File: config.mk
export PLATFORM = sky130hd
export DESIGN_NAME = fifo_rd_stream
export DESIGN_NICKNAME = d
export VERILOG_FILES = /design/src/rtl/fifo_rd_stream.sv
export SDC_FILE = /design/constraint.sdc
export NUM_CORES = 1
export LEC_CHECK = 0
export ABC_CLOCK_PERIOD_IN_PS = 3100
export CORE_MARGIN = 5
export CORE_UTILIZATION = 49
export CTS_CLUSTER_SIZE = 12
export DETAILED_ROUTE_END_ITERATION = 10
export PLACE_DENSITY_LB_ADDON = 0.2
export SYNTH_ARGS = -nofsm -noshare
export SYNTH_HDL_FRONTEND = slang
export SYNTH_SLANG_ARGS = --single-unit
File: constraint.sdc
create_clock -name rclk -period 3.1 [get_ports rclk]
set_input_delay 0.31 -clock rclk [delete_from_list [all_inputs] [get_ports rclk]]
set_output_delay 0.31 -clock rclk [all_outputs]
set_load 0.01 [all_outputs]
File: src/rtl/fifo_rd_stream.sv
`default_nettype none
// ============================================================================
//  Module      : fifo_rd_stream
//  Description : Read-side output stage of the asynchronous FIFO. Turns the
//                registered-empty / read-strobe / one-cycle-late memory data
//                interface into a first-word-fall-through valid/ready stream
//                using a 2-entry skid buffer, sustaining one word per cycle.
//  Revision    : 1.0 - initial release
// ============================================================================
module fifo_rd_stream #(
    parameter int DATA_WIDTH = 8,
    parameter int CNT_WIDTH  = 16
) (
    input  logic                  rclk,
    input  logic                  rrst,
    input  logic                  empty,
    output logic                  r_en,
    input  logic [DATA_WIDTH-1:0] rdata,
    output logic                  m_valid,
    input  logic                  m_ready,
    output logic [DATA_WIDTH-1:0] m_data,
    output logic [CNT_WIDTH-1:0]  rd_count
);

    // Number of skid-buffer slots; strobes stop once held + in-flight words
    // would reach this after the current pop.
    localparam logic [2:0] c_DEPTH = 3'd2;

    // ------------------------------------------------------------------------
    // State
    // ------------------------------------------------------------------------
    logic [1:0]            r_buf_cnt;   // words held, entry 0 is the head
    logic                  r_inflight;  // strobe issued last cycle, rdata arrives now
    logic [DATA_WIDTH-1:0] r_entry0;    // head of the buffer, drives m_data
    logic [DATA_WIDTH-1:0] r_entry1;    // second word, shifts to the head on pop
    logic [CNT_WIDTH-1:0]  r_rd_count;  // words accepted by the consumer

    // ------------------------------------------------------------------------
    // Combinational control
    // ------------------------------------------------------------------------
    logic       w_valid;        // buffer holds at least one word
    logic       w_pop;          // consumer takes the head this cycle
    logic [2:0] w_occ_after;    // held + in-flight words after this cycle's pop
    logic       w_room;         // a new strobe still fits in the buffer
    logic       w_ren;          // read strobe towards the FIFO core
    logic [1:0] w_slot;         // buffer index the arriving word is written to
    logic       w_wr0;          // arriving word goes to entry 0
    logic       w_wr1;          // arriving word goes to entry 1
    logic [1:0] w_buf_cnt_nxt;  // occupancy after this edge

    // Handshake, occupancy and strobe decision for the current cycle
    always_comb begin
        w_valid     = (r_buf_cnt != 2'd0);
        w_pop       = w_valid & m_ready;

        // Pop implies r_buf_cnt >= 1, so the subtraction never underflows.
        w_occ_after = {1'b0, r_buf_cnt} + {2'b00, r_inflight} - {2'b00, w_pop};

        // The m_ready -> r_en path is combinational on purpose: a pop this
        // cycle frees a slot for the word requested now, which is what keeps
        // the stream at one word per cycle.
        w_room      = (w_occ_after < c_DEPTH);
        w_ren       = ~rrst & ~empty & w_room;

        // The arriving word lands behind whatever survives this cycle's pop.
        w_slot      = r_buf_cnt - {1'b0, w_pop};
        w_wr0       = r_inflight & (w_slot == 2'd0);
        w_wr1       = r_inflight & (w_slot == 2'd1);

        w_buf_cnt_nxt = r_buf_cnt + {1'b0, r_inflight} - {1'b0, w_pop};
    end

    // ------------------------------------------------------------------------
    // Occupancy and in-flight tracking
    // ------------------------------------------------------------------------

    // Reset discards every held and in-flight word; r_en is low during the
    // reset cycle, so the rdata that follows reset is never captured.
    always_ff @(posedge rclk) begin
        if (rrst) begin
            r_buf_cnt  <= 2'd0;
            r_inflight <= 1'b0;
        end else begin
            r_buf_cnt  <= w_buf_cnt_nxt;
            r_inflight <= w_ren;
        end
    end

    // ------------------------------------------------------------------------
    // Skid-buffer data path
    // ------------------------------------------------------------------------

    // Head register: takes the arriving word when it becomes the head,
    // otherwise advances from entry 1 on a pop and holds on a stall.
    always_ff @(posedge rclk) begin
        if (rrst) begin
            r_entry0 <= '0;
        end else if (w_wr0) begin
            r_entry0 <= rdata;
        end else if (w_pop) begin
            r_entry0 <= r_entry1;
        end
    end

    // Second register: only ever written by an arriving word while the head
    // is occupied and not being popped.
    always_ff @(posedge rclk) begin
        if (rrst) begin
            r_entry1 <= '0;
        end else if (w_wr1) begin
            r_entry1 <= rdata;
        end
    end

    // ------------------------------------------------------------------------
    // Statistics
    // ------------------------------------------------------------------------

    // Delivered-word counter, wraps naturally at its width.
    always_ff @(posedge rclk) begin
        if (rrst) begin
            r_rd_count <= '0;
        end else if (w_pop) begin
            r_rd_count <= r_rd_count + {{(CNT_WIDTH-1){1'b0}}, 1'b1};
        end
    end

    // ------------------------------------------------------------------------
    // Outputs
    // ------------------------------------------------------------------------
    assign r_en     = w_ren;
    assign m_valid  = w_valid;
    assign m_data   = r_entry0;
    assign rd_count = r_rd_count;

endmodule
`default_nettype wire

==> results.py <==
metrics = {
    "place": {
        "portBuffers": 37,
        "placed_cell_area_um2": 2003,
        "place.gp.congestion": 0.7627,
        "hpwl_um": 2526,
        "preCtsSetupSlack_ns": 0.07303,
    },
    "timing": {
        "worst_slack_ns": 0.4485,
        "hold_viol_final": 0,
        "setup_viol": 0,
        "clock_skew_ns": 0.007703,
        "worstMarginPinSlew_ns": 0.5458,
        "rsz0062_at_grt": "false",
        "max_freq_ghz": 0.3771,
        "fin_crit_sh_pct": 85.53,
        "slew_viol_final": 0,
        "tns_ns": 0,
        "finalCriticalPeriod_ns": 2.651,
        "max_slew_margin_pct": 63.50,
    },
    "detailed_routing": {
        "drt-total-wl_um": 3536,
        "wl_per_cell_um": 13.71,
        "drcViolationCount": 0,
        "first_iter_violations": 41,
        "num_vias": 1359,
        "drt_first_pass_iters": 4,
        "postRouteAntennaNets": 0,
        "viasPerCell": 5.267,
    },
    "cts": {
        "cts_buffer_depth": 2,
        "path_clk_slew_ns": 0.10,
        "cts_tree": "built",
        "htree_num_levels": 2,
        "clk-insertion-delay-late_ns": 0.34,
        "cts_setup_buffers": 0,
        "cts-buffers-inserted": 5,
        "clock_sinks": 35,
        "ctsRootBufferMaster": "clkbuf_4",
    },
    "hold_path": {
        "hold_path_class": "flop to flop",
        "hold_depth": 2,
    },
    "global_routing": {
        "grt-ovfl-total": 0,
        "antenna_found_initial": 0,
        "first_global_vias": 1413,
        "grt_max_degree": 37,
        "track_usage_pct": 18.37,
        "grt_pass1_wl_um": 6320,
    },
    "floorplanning": {
        "ios": 38,
        "die_height_um": 67.17,
        "die-width_um": 67.17,
        "rows": 20,
        "core_um2": 3103,
        "die_area_um2": 4512,
        "start_util_pct": 51.61,
    },
    "yosys": {
        "syn_area_um2": 1602,
        "synthArstFlopShare_pct": 0,
        "synthTopCellsByCount": "35 x dfxtp_1, 31 x nor2_1, 23 x nand2_1",
        "syn_inst": 173,
        "synthMuxAreaShare_pct": 5.000,
        "synth-adder-area-share_pct": 4.375,
        "synth_edf_count": 0,
        "synth-compound-area-share_pct": 8.516,
        "synth-seq-cells": 35,
        "synth_flop_cell": "dfxtp_1",
        "yosysMostFrequentCell": "dfxtp_1",
        "yosysWarnings": 0,
        "yosys.area_share.simple_pct": 23.98,
        "synthTopCellsByArea": "dfxtp_1 44%, nor2_1 7.3%, xnor2_1 6.0%, nand2_1 5.4%, mux2i_1 5.0%",
        "yosys.area.top_type_share_pct": 43.75,
        "synth_top_family_by_area": "simple AND/OR/NAND/NOR gates",
        "syn_avg_cell_area_um2": 9.257,
        "yosysUniqueCellTypes": 31,
        "ys_seq_area_share_pct": 43.75,
        "synth-xor-area-share_pct": 8.672,
        "yosysTopAreaCell": "dfxtp_1",
        "syn_nets": 190,
    },
    "layout": {
        "n_antenna_cell": 0,
        "num-fill-cells": 279,
        "fin_nets": 230,
        "fin_area_um2": 2074,
        "drive_gt1_share_pct": 8.411,
        "area_growth_syn_to_layout_pct": 29.53,
    },
    "worst_setup_path": {
        "cp-start-kind": "input port",
        "worstSetupEndpointType": "primary output",
        "cp_data_required_time_ns": 2.79,
        "worstSetupPathType": "input port to primary output",
        "crit_slowest_cell": "fa_1",
        "arrival_ns": 2.34,
        "cp_max_fo": 3,
        "crit_chain": "clkdlybuf4s50_1, o21ai_2, inv_1, ha_1, inv_1, ha_1, fa_1, nor4_1, dlymetal6s2s_1",
        "rr_worst_depth": 7,
        "max_stage_delay_ns": 0.47,
    },
    "power_and_ir_drop": {
        "ir_drop_mv": 0.3088,
        "cellLeakagePower_nw": 0.7657,
        "p_per_area_nw_per_um2": 654.9,
    },
    "flow_run": {
        "cap_violations": 0,
    },
    "outcome": {
        "status": "completed",
    },
}
## sequential cells by signal, indices dropped and copies added, names as in the netlist
signal and count:
r_entry1 8, rd_count 16, r_inflight 1, r_buf_cnt 2, m_data 8
## report_power, final
group	switching, mW	leakage, nW	internal (mW)	total (mW)
Clock	0.150	0.0386	0.133	0.283
Sequential	0.0465	0.283	0.516	0.563
Combinational	0.266	0.444	0.246	0.513
Total	0.462	0.766	0.896	1.36
## area by class of cell
| type | instances | area, um^2 | share of cell area (%) |
|---|---|---|---|
| Timing Repair Buffer | 41 | 402.9 | 19.42 |
| Multi-Input combinational cell | 120 | 809.5 | 39.02 |
| Tap cell | 44 | 55.05 | 2.654 |
| Clock buffer | 8 | 68.82 | 3.317 |
| Inverter | 10 | 37.54 | 1.809 |
| Sequential cell | 35 | 700.7 | 33.78 |
## metal layers
layer  track usage (%)  up-vias  share of wire, %  routed length (um)
met5                 0        -                 0                   0
met4             8.354        0               2.0                  70
met3             4.992        9               5.7                 201
met2             29.82       40                48                1706
met1             22.61      635                44                1558
li1                  -      675                 -                   -
## critical path: cells and delay by family
kind                     cells  cell delay (ns)
AO/OA/AOI/OAI                1             0.10
AND/OR/NAND/NOR              1             0.22
adder cells (fa/ha/maj)      3             0.94
buffers and inverters        4             0.77
## path summary, 6_finish.rpt
| check | endpoint | slack [ns] | start |
|---|---|---|---|
| setup / recovery | r_en | 0.45 | m_ready |
| hold / removal | m_data[3] | 0.48 | r_entry1[3] |
| setup reg to reg | r_entry1[6] | 1.03 | r_buf_cnt[0] |
| hold reg to reg | m_data[3] | 0.48 | r_entry1[3] |
## kinds of logic after synthesis
family,Yosys count
fa+ha+maj,5
simple gates,76
mux,8
compound gates,16
flops,35
xor+xnor,15
buf+inv,18
## stage by stage
| step | power (mW) | cells | utilization, % | hold slack, ns |
|---|---|---|---|---|
| 2_1_floorplan | 0.8998 | 173 | - | 0.3883 |
| 3_3_place_gp | 1.063 | 250 | 64.56 | 0.4590 |
| 3_5_place_dp | 1.089 | 250 | 64.56 | 0.4714 |
| 4_1_cts | 1.376 | 258 | 66.77 | 0.4802 |
| 5_1_grt | 1.454 | 258 | 66.85 | 0.4946 |
| 6_report | 1.359 | 258 | 66.85 | 0.4847 |
## cells in the final DEF (no fill, tap or decap), types with 2 or more instances in the layout
cell type / instances
xor2_1: 3
xnor2_1: 11
nand4_1: 3
clkbuf_8: 2
nor2b_1: 2
nor3_1: 5
ha_1: 4
inv_1: 10
mux2i_1: 8
a311oi_1: 9
buf_4: 4
clkdlybuf4s50_1: 36
a21oi_1: 2
dfxtp_1: 35
nand2_1: 23
nand3_1: 3
nor2_1: 31
clkbuf_4: 5
nor4_1: 5
## timing repair
| item | 4_1_cts | 5_1_grt |
|---|---|---|
| gates resized for setup | 0 | 1 |
| hold buffers | 0 | 0 |
| endpoints found under the setup margin | 0 | 1 |
No activity file was read; power rests on OpenSTA's default activity.
==> edit 1: new RTL, same settings <==
The parameter `CNT_WIDTH` goes from 16 to 18.
--- a/src/rtl/fifo_rd_stream.sv
+++ b/src/rtl/fifo_rd_stream.sv
@@ -9,7 +9,7 @@
 // ============================================================================
 module fifo_rd_stream #(
     parameter int DATA_WIDTH = 8,
-    parameter int CNT_WIDTH  = 16
+    parameter int CNT_WIDTH  = 18
 ) (
     input  logic                  rclk,
     input  logic                  rrst,
Interface: changed (resized rd_count); port bits go from 38 to 40. The function was not compared with the original's and may differ.
==> edit 1 against the original RTL <==
  * Wire length increased by 0.96%
  * Largest power group unchanged
  * Total power decreased by 0.84%
  * Count of clock-buffer cells in the layout decreased by 1
  * Largest cell class unchanged
  * Cell count increased by 6.6%
  * Sequential power increased by 3.9%
  * Cell area increased by 3.9%
  * Sequential cell count increased by 2
  * Area after synthesis increased by 2.0%
  * Synthesized cell count increased by 7.5%
  * Worst setup slack got worse by 160 ps
  * Non-clock buffer count increased by 2
==> edit 1: results (changes against the original RTL) <==
[timing]
finClkSkew_ps = 4.92  ; -2.79 ps
final.min_clock_period_ps = 2810  ; +160 ps

[global_routing]
grt_first_pass_wirelength_um = 6160  ; -2.5%
use_met1_pct = 20.6  ; -2.1 points
met2_usage_pct = 30.4  ; +0.56 points
grt_max_degree = 38  ; +2.7%
use_met3_pct = 5.32  ; +0.33 points
grtUsageTotal_pct = 17.7  ; -0.67 points

[run_status]
status = completed

[route]
met3_length_um = 175  ; -13%
viasPerCell = 5.30  ; +0.58%
routedWlPerCell_um = 13.0  ; -5.3%
drt_iter0_drc = 87  ; +110%

[pwr]
cellLeakagePower_nw = 0.724  ; -5.4%
switchingPower_mw = 0.446  ; -3.6%
peakVddDrop_mv = 0.538  ; +74%
internal_power_mw = 0.901  ; +0.57%

[setup_path]
regToRegSetupSlack_ps = 900  ; -130 ps
r2r_end = m_data[5]
startpoint = r_buf_cnt[1]
r2r_start = r_buf_cnt[1]

[place]
place.gp.congestion = 0.822  ; +7.7%
dpl-instance-area_mm2 = 0.00208  ; +3.8%
dp.cells = 267  ; +6.8%
placement.io_buffers = 39  ; +5.4%

[finish]
nNetsFinal = 245  ; +6.5%
largest_register_ffs = 18  ; +2

[yosys]
ys_types = 32  ; +3.2%
syn-num-nets = 203  ; +6.8%
synthCells = 186  ; +7.5%
synth.area.top_cells = dfxtp_1 45%, nand2_1 6.7%, nor2_1 5.7%
synth-compound-area-share_pct = 10.1  ; +1.6 points

[clock_network]
postCtsResizedCells = 2  ; +2

-- edit 1: cell types whose count changed in the layout (fill, tap and decap cells not counted), sizes merged, moves of 3 or more --
cell / delta
a21oi: +7
nand2: +6
or4: +4
nor2: -6
xnor2: -4
nor3: -3
o21ai: +6
inv: -4
or3: +6
-- edit 1: layout make-up --
| type | count | area share (%) |
|---|---|---|
| Tap cell | 46 | 2.67 |
| Sequential cell | 37 | 34.4 |
| Timing Repair Buffer | 43 | 19.5 |
| Clock buffer | 7 | 3.02 |
| Inverter | 6 | 1.05 |
| Clock inverter | 1 | 0.232 |
| Multi-Input combinational cell | 135 | 39.2 |
-- edit 1: worst min path at each step --
stage	start	endpoint	slack (ps)	cells after the start
3_3_place_gp	r_entry1[4]	m_data[4]	460	2
4_1_cts	r_entry1[4]	m_data[4]	490	2
2_1_floorplan	empty	r_inflight	390	1
6_report	r_entry1[4]	m_data[4]	480	2
5_1_grt	r_entry1[3]	m_data[3]	530	2
3_5_place_dp	r_entry1[1]	m_data[1]	470	2
==> edit 2: new RTL, same settings <==
Without the edit above. Reset style: asynchronous (`rrst`), changed in 4 clocked blocks.
--- a/src/rtl/fifo_rd_stream.sv
+++ b/src/rtl/fifo_rd_stream.sv
@@ -76,7 +76,7 @@
 
     // Reset discards every held and in-flight word; r_en is low during the
     // reset cycle, so the rdata that follows reset is never captured.
-    always_ff @(posedge rclk) begin
+    always_ff @(posedge rclk or posedge rrst) begin
         if (rrst) begin
             r_buf_cnt  <= 2'd0;
             r_inflight <= 1'b0;
@@ -92,7 +92,7 @@
 
     // Head register: takes the arriving word when it becomes the head,
     // otherwise advances from entry 1 on a pop and holds on a stall.
-    always_ff @(posedge rclk) begin
+    always_ff @(posedge rclk or posedge rrst) begin
         if (rrst) begin
             r_entry0 <= '0;
         end else if (w_wr0) begin
@@ -104,7 +104,7 @@
 
     // Second register: only ever written by an arriving word while the head
     // is occupied and not being popped.
-    always_ff @(posedge rclk) begin
+    always_ff @(posedge rclk or posedge rrst) begin
         if (rrst) begin
             r_entry1 <= '0;
         end else if (w_wr1) begin
@@ -117,7 +117,7 @@
     // ------------------------------------------------------------------------
 
     // Delivered-word counter, wraps naturally at its width.
-    always_ff @(posedge rclk) begin
+    always_ff @(posedge rclk or posedge rrst) begin
         if (rrst) begin
             r_rd_count <= '0;
         end else if (w_pop) begin
Function: differs if rrst is asserted again (counterexample within 4 cycles, from zero or initial values and one cycle with rrst high); with rrst held inactive, the same outputs for 10 cycles.
==> edit 2 against the original RTL <==
  * Worst hold slack lost 63 ps
  * Clock skew shrank 4.2 ps
  * Highest routed layer unchanged
  * Area after synthesis shrank 3.6%
  * Wire length shrank 12%
  * Total power grew 19%
  * Cell area shrank 1.9%
  * Sequential cell count is the same
  * Worst setup slack lost 240 ps
  * Synthesized cell count shrank 20%
==> edit 2: results (changes against the original RTL) <==
[clock_network]
post-cts-setup-buffers = 0  ; unchanged
clk_path_buf_depth = 2  ; unchanged
numCtsBuffers = 5  ; unchanged
htree_num_levels = 2  ; unchanged
clk_pin_slew_ps = 100  ; about the same

[finish]
nNetsFinal = 199  ; -13%
fillers = 249  ; -11%
largest_register_ffs = 16  ; unchanged
drive_gt1_share_pct = 13.7  ; +5.3 points

[route]
vias = 1146  ; -16%
viasPerCell = 5.07  ; -3.7%
antenna_left = 0  ; unchanged
first_pass_iters = 4  ; unchanged
routedWlPerCell_um = 13.7  ; +0.12%
drt_iter0_drc = 43  ; +4.9%

[timing]
finClkSkew_ps = 3.52  ; -4.19 ps
max_slew_margin_pct = 70.9  ; +7.4 points

[place]
dp.cells = 219  ; -12%
place.gp.congestion = 0.736  ; -3.5%
hpwlAfterDp_um = 2230  ; -12%

[global_routing]
grt_pass1_vias = 1262  ; -11%
grtUsageTotal_pct = 17.0  ; -1.4 points
grt_antenna_before_repair = 0  ; unchanged
grt_max_degree = 36  ; -2.7%
grt_first_pass_wirelength_um = 5600  ; -11%

[yosys]
synthFlopType = dfrtp_1
yosysSeqAreaShare_pct = 56.7  ; +13 points
synth.area.top_cells = dfrtp_1 57%, xnor2_1 7.9%, mux2_2 5.8%
yosys_warnings = 0  ; unchanged
synthCells = 138  ; -20%
synthArstFlopShare_pct = 100  ; +100 points
synth_common_cells = 35 x dfrtp_1, 23 x nand2_1, 14 x xnor2_1
ys_types = 23  ; -26%
syn-num-nets = 155  ; -18%

[pwr]
peakVddDrop_mv = 0.431  ; +40%
cellLeakagePower_nw = 0.924  ; +21%

[setup_path]
r2r_end = r_entry1[1]
criticalPathCategory = reg2out
r2r_start = r_buf_cnt[1]
slowest_delay_ps = 480
crit_family = adder cells
regToRegSetupSlack_ps = 1040
slowest_stage = fa_1
arrival_ps = 2580  ; +240 ps
critical_path.endpoint = r_en
cp_max_fo = 5  ; +2

[run_status]
status = completed

[hold_path]
hold_class = in2async

[edit 2: layout make-up]
class / instances / area (um2) / share of cell area [%]
Timing Repair Buffer: 40 / 392 / 19.2
Clock buffer: 6 / 51.3 / 2.52
Tap cell: 44 / 55.1 / 2.70
Sequential cell: 35 / 876 / 43.0
Multi-Input combinational cell: 92 / 627 / 30.8
Inverter: 8 / 30.0 / 1.48
Clock inverter: 1 / 5.00 / 0.246
[edit 2: where the power goes]
group          internal, mW  leakage, nW  switching [mW]
Combinational         0.351        0.438           0.283
Clock                 0.105       0.0341           0.146
Sequential            0.606        0.452           0.126
Total                  1.06        0.924           0.554
[edit 2: tightest hold or removal path: stages]
cell             delay [ps]
clkdlybuf4s50_1         430
inv_1                    60
buf_4                   380
[edit 2: cell families after synthesis]
logic type | count (synthesis) | synth area share [%]
compound gates | 9 | 3.81
xor+xnor | 17 | 9.64
fa+ha+maj | 5 | 4.54
buf+inv | 11 | 3.08
flops | 35 | 56.7
mux | 8 | 5.83
simple gates | 53 | 16.4
[edit 2: timing repair]
action,CTS,global route
resized for setup,2,0
hold endpoints to repair,0,0
endpoints found under the setup margin,1,0
[edit 2: worst min-delay path by stage]
stage                      start           end  cells after the start  slack (ps)
floorplan                   rrst    r_inflight                      1         430
global placement    rd_count[15]  rd_count[15]                      1         460
detailed placement  rd_count[15]  rd_count[15]                      1         470
CTS                         rrst    r_inflight                      3         430
global route                rrst   r_entry1[6]                      3         480
finish                      rrst    r_inflight                      3         420
[edit 2: layer usage]
metal	global-route usage, %	wire length [um]	part of all wire [%]	vias to the layer above
li1	-	-	-	549
met1	19.2	1300	42	566
met2	30.0	1620	52	27
met3	4.59	140	4.5	4
met4	6.85	43	1.4	0
met5	0	0	0	-
[edit 2: metrics by stage]
stage	area, um2	setup slack (ps)
floorplan	1540	479
detailed placement	1970	4.29
global route	2040	28.5
global placement	1970	94.3
finish	2040	210
CTS	2040	174
